<file path="src/rtl/iic_slave_regs.sv">
// I2C target with a 2**ADDR_WIDTH byte register file: ACKs address/register/data writes,
// serves auto-incrementing reads, and exposes a one-cycle write strobe plus a local read port.
`timescale 1ns/1ps
module iic_slave_regs #(
    parameter logic [6:0] SLAVE_ADDR = 7'b1001100,
    parameter int         ADDR_WIDTH = 6,
    parameter int         FILTER_LEN = 3
) (
    input  logic                  Clk,
    input  logic                  Reset,
    input  logic                  SCL_in,
    input  logic                  SDA_in,
    output logic                  SDA_drive_low,
    output logic                  Busy,
    output logic                  Wr_strobe,
    output logic [ADDR_WIDTH-1:0] Wr_addr,
    output logic [7:0]            Wr_data,
    input  logic [ADDR_WIDTH-1:0] Rd_addr,
    output logic [7:0]            Rd_data,
    output logic [3:0]            dbg_state_o
);
    localparam int FCW = $clog2(FILTER_LEN + 1);

    localparam logic [3:0] ST_IDLE      = 4'd0;
    localparam logic [3:0] ST_ADDR      = 4'd1;
    localparam logic [3:0] ST_ADDR_ACK  = 4'd2;
    localparam logic [3:0] ST_REG       = 4'd3;
    localparam logic [3:0] ST_REG_ACK   = 4'd4;
    localparam logic [3:0] ST_WDATA     = 4'd5;
    localparam logic [3:0] ST_WDATA_ACK = 4'd6;
    localparam logic [3:0] ST_RDATA     = 4'd7;
    localparam logic [3:0] ST_RDATA_ACK = 4'd8;

    // Index 0 carries SCL, index 1 carries SDA through synchroniser and filter.
    logic [1:0]     s1_q, s2_q, filt_q, prev_q;
    logic [FCW-1:0] fcnt_q [2];

    always_ff @(posedge Clk) begin
        if (Reset) begin
            s1_q      <= 2'b11;
            s2_q      <= 2'b11;
            filt_q    <= 2'b11;
            prev_q    <= 2'b11;
            fcnt_q[0] <= '0;
            fcnt_q[1] <= '0;
        end else begin
            s1_q   <= {SDA_in, SCL_in};
            s2_q   <= s1_q;
            prev_q <= filt_q;
            for (int i = 0; i < 2; i++) begin
                if (s2_q[i] == filt_q[i]) begin
                    fcnt_q[i] <= '0;
                end else if (fcnt_q[i] == FCW'(FILTER_LEN - 1)) begin
                    filt_q[i] <= s2_q[i];
                    fcnt_q[i] <= '0;
                end else begin
                    fcnt_q[i] <= fcnt_q[i] + FCW'(1);
                end
            end
        end
    end

    logic scl_rise, scl_fall, start_det, stop_det, sda_bit;
    assign scl_rise  = filt_q[0] & ~prev_q[0];
    assign scl_fall  = ~filt_q[0] & prev_q[0];
    assign start_det = filt_q[0] & prev_q[0] & prev_q[1] & ~filt_q[1];
    assign stop_det  = filt_q[0] & prev_q[0] & ~prev_q[1] & filt_q[1];
    assign sda_bit   = filt_q[1];

    logic [3:0]            state_q, state_d;
    logic [3:0]            cnt_q, cnt_d;
    logic [7:0]            shift_q, shift_d, rx_byte;
    logic [ADDR_WIDTH-1:0] ptr_q, ptr_d;
    logic                  drv_q, drv_d, rw_q, rw_d;
    logic                  wr_strobe_q, wr_strobe_d;
    logic [ADDR_WIDTH-1:0] wr_addr_q, wr_addr_d;
    logic [7:0]            wr_data_q, wr_data_d;
    logic                  mem_we;
    logic [7:0]            mem_q [2**ADDR_WIDTH];
    logic [7:0]            rd_data_q;

    always_comb begin
        state_d     = state_q;
        cnt_d       = cnt_q;
        shift_d     = shift_q;
        ptr_d       = ptr_q;
        drv_d       = drv_q;
        rw_d        = rw_q;
        wr_strobe_d = 1'b0;
        wr_addr_d   = wr_addr_q;
        wr_data_d   = wr_data_q;
        mem_we      = 1'b0;
        rx_byte     = {shift_q[6:0], sda_bit};
        if (stop_det) begin
            state_d = ST_IDLE;
            drv_d   = 1'b0;
        end else if (start_det) begin
            state_d = ST_ADDR;
            cnt_d   = 4'd0;
            drv_d   = 1'b0;
        end else begin
            case (state_q)
                ST_ADDR, ST_REG: begin
                    if (scl_rise) begin
                        shift_d = rx_byte;
                        cnt_d   = cnt_q + 4'd1;
                    end else if (scl_fall && cnt_q == 4'd8) begin
                        if (state_q == ST_REG) begin
                            ptr_d   = shift_q[ADDR_WIDTH-1:0];
                            drv_d   = 1'b1;
                            state_d = ST_REG_ACK;
                        end else if (shift_q[7:1] == SLAVE_ADDR) begin
                            rw_d    = shift_q[0];
                            drv_d   = 1'b1;
                            state_d = ST_ADDR_ACK;
                        end else begin
                            state_d = ST_IDLE;
                        end
                    end
                end
                // The fall ending the ACK bit also presents the first read bit.
                ST_ADDR_ACK, ST_RDATA_ACK: begin
                    if (scl_rise && state_q == ST_RDATA_ACK && sda_bit) begin
                        state_d = ST_IDLE;
                    end else if (scl_fall) begin
                        cnt_d = 4'd0;
                        if (state_q == ST_RDATA_ACK || rw_q) begin
                            state_d = ST_RDATA;
                            shift_d = mem_q[ptr_q];
                            drv_d   = ~mem_q[ptr_q][7];
                        end else begin
                            state_d = ST_REG;
                            drv_d   = 1'b0;
                        end
                    end
                end
                ST_REG_ACK, ST_WDATA_ACK: begin
                    if (scl_fall) begin
                        drv_d   = 1'b0;
                        cnt_d   = 4'd0;
                        state_d = ST_WDATA;
                    end
                end
                ST_WDATA: begin
                    if (scl_rise) begin
                        shift_d = rx_byte;
                        cnt_d   = cnt_q + 4'd1;
                        if (cnt_q == 4'd7) begin
                            mem_we      = 1'b1;
                            wr_strobe_d = 1'b1;
                            wr_addr_d   = ptr_q;
                            wr_data_d   = rx_byte;
                            ptr_d       = ptr_q + ADDR_WIDTH'(1);
                        end
                    end else if (scl_fall && cnt_q == 4'd8) begin
                        drv_d   = 1'b1;
                        state_d = ST_WDATA_ACK;
                    end
                end
                ST_RDATA: begin
                    if (scl_rise) begin
                        cnt_d = cnt_q + 4'd1;
                    end else if (scl_fall) begin
                        if (cnt_q == 4'd8) begin
                            drv_d   = 1'b0;
                            ptr_d   = ptr_q + ADDR_WIDTH'(1);
                            state_d = ST_RDATA_ACK;
                        end else begin
                            shift_d = {shift_q[6:0], 1'b0};
                            drv_d   = ~shift_q[6];
                        end
                    end
                end
                default: begin
                    state_d = ST_IDLE;
                    drv_d   = 1'b0;
                end
            endcase
        end
    end

    always_ff @(posedge Clk) begin
        if (Reset) begin
            state_q     <= ST_IDLE;
            cnt_q       <= 4'd0;
            shift_q     <= 8'h00;
            ptr_q       <= '0;
            drv_q       <= 1'b0;
            rw_q        <= 1'b0;
            wr_strobe_q <= 1'b0;
            wr_addr_q   <= '0;
            wr_data_q   <= 8'h00;
        end else begin
            state_q     <= state_d;
            cnt_q       <= cnt_d;
            shift_q     <= shift_d;
            ptr_q       <= ptr_d;
            drv_q       <= drv_d;
            rw_q        <= rw_d;
            wr_strobe_q <= wr_strobe_d;
            wr_addr_q   <= wr_addr_d;
            wr_data_q   <= wr_data_d;
        end
    end

    // Rd_data samples the array before this cycle's write lands, so a same-cycle hit reads old data.
    always_ff @(posedge Clk) begin
        if (Reset) begin
            for (int i = 0; i < 2**ADDR_WIDTH; i++) mem_q[i] <= 8'h00;
            rd_data_q <= 8'h00;
        end else begin
            if (mem_we) mem_q[ptr_q] <= rx_byte;
            rd_data_q <= mem_q[Rd_addr];
        end
    end

    assign SDA_drive_low = drv_q;
    assign Busy          = (state_q != ST_IDLE) && (state_q != ST_ADDR);
    assign Wr_strobe     = wr_strobe_q;
    assign Wr_addr       = wr_addr_q;
    assign Wr_data       = wr_data_q;
    assign Rd_data       = rd_data_q;
    assign dbg_state_o   = state_q;
endmodule
</file>
<file path="config.mk">
export PLATFORM = sky130hd
export DESIGN_NAME = iic_slave_regs
export DESIGN_NICKNAME = d
export VERILOG_FILES = /design/src/rtl/iic_slave_regs.sv
export SDC_FILE = /design/constraint.sdc
export NUM_CORES = 1
export LEC_CHECK = 0
export CAP_MARGIN = 20
export CORE_MARGIN = 8
export CORE_UTILIZATION = 47
export DETAILED_ROUTE_END_ITERATION = 10
export PLACE_DENSITY = 0.64
export REMOVE_ABC_BUFFERS = 1
export SLEW_MARGIN = 40
export SYNTH_ARGS = -nofsm -noshare
export SYNTH_HDL_FRONTEND = slang
export SYNTH_SLANG_ARGS = --single-unit
</file>
<file path="constraint.sdc">
create_clock -name Clk -period 2.63 [get_ports Clk]
set_clock_uncertainty 0.15 [all_clocks]
set_input_delay 0.263 -clock Clk [delete_from_list [all_inputs] [get_ports Clk]]
set_output_delay 0.263 -clock Clk [all_outputs]
set_load 0.01 [all_outputs]
</file>
==> flow_summary.ini <==
[worst_setup_path]
crit_fanout = 8
critPathMaxStageDelay_ps = 560
critical-path-slowest-cell = or4_4
cp_cell_sequence = ha_4 > nand4b_1 > or4_4 > nor3_4 > buf_12 > nand3_4 > buf_12 > nor2_4 > or2_4
worst-setup-path-type = reg -> reg
startpoint_type = flip-flop
critical-path-top-delay-family = simple AND/OR/NAND/NOR gates
rr_worst_depth = 9
end_kind = flip-flop
rrSetupSlack_ps = 30
arrival_ps = 2790
cpMostUsedCell = buf_12
crit_buf_inv = 2
cp.required_ps = 2810
path_depth = 9

[finish]
syn_to_final_growth_pct = 15.7
drive_gt1_share_pct = 32.1
final_cell_area_um2 = 35200
diodes = 0
final_core_util_pct = 54.8
nNetsFinal = 2207
fill_cells = 5153

[route]
drtIter0Drc = 2513
dr.pass1.iters = 6
drt-vias-per-instance = 6.40
drc = 0
vias = 19800
routed_wl_um = 94800
ant_nets = 0
wl_per_cell_um = 30.7

[floorplanning]
dieArea_um2 = 73200
row_count = 93
core_um2 = 64200
io_pins = 39
die_h_um = 271
initial_core_util_pct = 47.4
fp.dieW_um = 271

[pwr]
p_leak_nw = 12.6
seq_power_share_pct = 51.1
pwr-share-comb_pct = 8.8
irDropWorstVdd_uv = 585
power.clock.fraction_pct = 40.0
power_density_nw_per_um2 = 585
internal-power_w = 0.0157
p_sw_share_pct = 23.7
p_switching_w = 0.00489

[clock_tree]
clockRootBuffer = clkbuf_16
clockBufferDepth = 3
cts_tree = done
clk_latency_ps = 630
htreeDepth = 2
cts_inserted_buffers = 59
path_clk_slew_ps = 60
clock_sinks = 577

[global_routing]
antenna_found_initial = 1
grt_pass1_vias = 19500
grt_max_degree = 110
grt_use_total_pct = 25.6
grt_pass1_wl_um = 138000
grt-ovfl-total = 0

[timing]
setup_ws_ps = 29.3
fmax_mhz = 385
setup_viol = 0
holdWs_ps = 37.4
drv_slew = 0
rsz0062_at_grt = yes
max_slew_margin_pct = 42.3
hold_viol = 0
post-route-min-period_ps = 2600
tightest_slew_ps = 866
finalCritPeriodShare_pct = 98.9

[outcome]
outcome = completed

[synthesis]
ys_warn_count = 0
ys_async_sr_fraction_pct = 0
yosysMostFrequentCell = edfxtp_1
synth_top_family_by_area = multiplexers
synth_xor_area_share_pct = 0.0863
yosys.area_share.simple_pct = 15.4
synth_cells = 2060
avgSynthCellArea_um2 = 14.8
synthDistinctLibCells = 64
synthAdderAreaFrac_pct = 0.205
synth_compound_area_share_pct = 3.84
synth_edf_count = 516
ys_ff_latch = 577
synth_area_um2 = 30500
netlist.area_leader.share_pct = 50.9
yosysTopAreaCell = edfxtp_1
synthFlopType = edfxtp_1
synth_area_leaders = edfxtp_1 51%, mux4_2 21%, and2_1 11%
synthMuxAreaShare_pct = 23.0
ys_seq_area_share_pct = 54.9
synth_commonest_cells = 516 x edfxtp_1, 515 x and2_1, 283 x mux4_2, 121 x clkbuf_1, 104 x nor2_1

[placement]
dp_hpwl_um = 66400
place_congestion = 0.968
place_area_um2 = 33100
pre_cts_ws_ps = -421
port_buffers = 38

[flow_run]
maxCapViolCount = 0

[worst_hold_path]
hold_class = in -> reg
holdPathStages = 2
worst register-to-register path, stage by stage, from the launching register on:
cell      delay [ps]
dfxtp_2          350
ha_4             140
nand4b_1         120
or4_4            560
nor3_4           170
buf_12           140
nand3_4           90
buf_12           200
nor2_4           170
or2_4            220
power by group through the flow:
stage	Clock (W)	Combinational, W	Sequential, W
floorplan	0	0.000822	0.0106
global placement	0	0.00176	0.0107
detailed placement	0	0.00178	0.0107
CTS	0.00833	0.00180	0.0105
global route	0.00864	0.00189	0.0106
finish	0.00825	0.00182	0.0105
worst paths after layout:
path | startpoint | end
hold reg to reg | s1_q[1] | s2_q[1]
setup / recovery | cnt_q[1] | mem_q[3][2]
setup reg to reg | cnt_q[1] | mem_q[3][2]
hold / removal | SCL_in | s1_q[0]
per-stage QoR:
step	cells	TNS, ps	power, W
finish	3092	0	0.0206
global route	3092	-1130	0.0211
CTS	3085	-10060	0.0207
detailed placement	2977	-83380	0.0125
global placement	2977	-47000	0.0125
floorplan	1888	-515430	0.0115
sequential cells by signal, indices dropped and copies added (netlist names), named ones only:
signal,count
Rd_data,8
SDA_drive_low,1
Wr_addr,6
Wr_data,8
Wr_strobe,1
cnt_q,4
dbg_state_o,4
fcnt_q,4
filt_q,2
mem_q,512
prev_q,2
ptr_q,6
rw_q,1
s1_q,2
s2_q,2
shift_q,8
layout make-up:
| cell class | count | area [µm²] | area share [%] |
|---|---|---|---|
| Clock buffer | 80 | 1630 | 4.62 |
| Clock inverter | 26 | 229 | 0.650 |
| Inverter | 8 | 30.0 | 0.0852 |
| Multi-Input combinational cell | 1303 | 13200 | 37.5 |
| Sequential cell | 577 | 16700 | 47.5 |
| Tap cell | 855 | 1070 | 3.04 |
| Timing Repair Buffer | 243 | 2320 | 6.60 |
kinds of logic (layout without fill, tap and decap cells):
kind of cell	Yosys count	in the layout
AO/OA/AOI/OAI	149	149
XOR/XNOR	3	3
adder cells (fa/ha/maj)	5	5
buffers and inverters	183	357
flip-flops	577	577
multiplexers	346	346
other	1	4
AND/OR/NAND/NOR	796	796
repair_timing:
action                                 4_1_cts  5_1_grt
gates resized for setup                     37       41
endpoints found under the hold margin        1        0
pin swaps                                    9        6
setup buffers                                1        7
setup endpoints to repair                  809      671
hold buffers                                 1        0
layout by cell type (no fill, tap or decap), types with 9 or more instances in the layout:
cell type / synthesis / layout
clkbuf_1: 121 / 16
or2_2: 73 / 34
dfxtp_1: 61 / 47
mux2i_1: 55 / 54
and2_1: 515 / 515
a21oi_1: 19 / 19
dfxtp_2: 0 / 12
nand2_1: 26 / 24
o22ai_1: 12 / 12
nand3_1: 9 / 9
a22oi_1: 15 / 15
a221o_1: 24 / 24
clkdlybuf4s50_1: 0 / 33
clkinv_1: 0 / 10
a311oi_1: 9 / 9
nor2b_1: 14 / 13
mux4_2: 283 / 283
buf_4: 8 / 170
a22o_1: 25 / 25
nor2_2: 8 / 23
nor2_1: 104 / 83
edfxtp_1: 516 / 516
clkbuf_16: 0 / 61
buf_12: 0 / 30
or2_4: 0 / 39
nand2b_1: 13 / 13
routing by layer:
layer / track usage, % / part of all wire (%) / wire (µm)
met5: 0 / 0.013 / 12
met4: 9.90 / 4.2 / 4020
met3: 5.46 / 11 / 10200
met2: 39.1 / 45 / 42900
met1: 36.0 / 40 / 37600
Note: power is estimated with default switching activity, not from simulation.
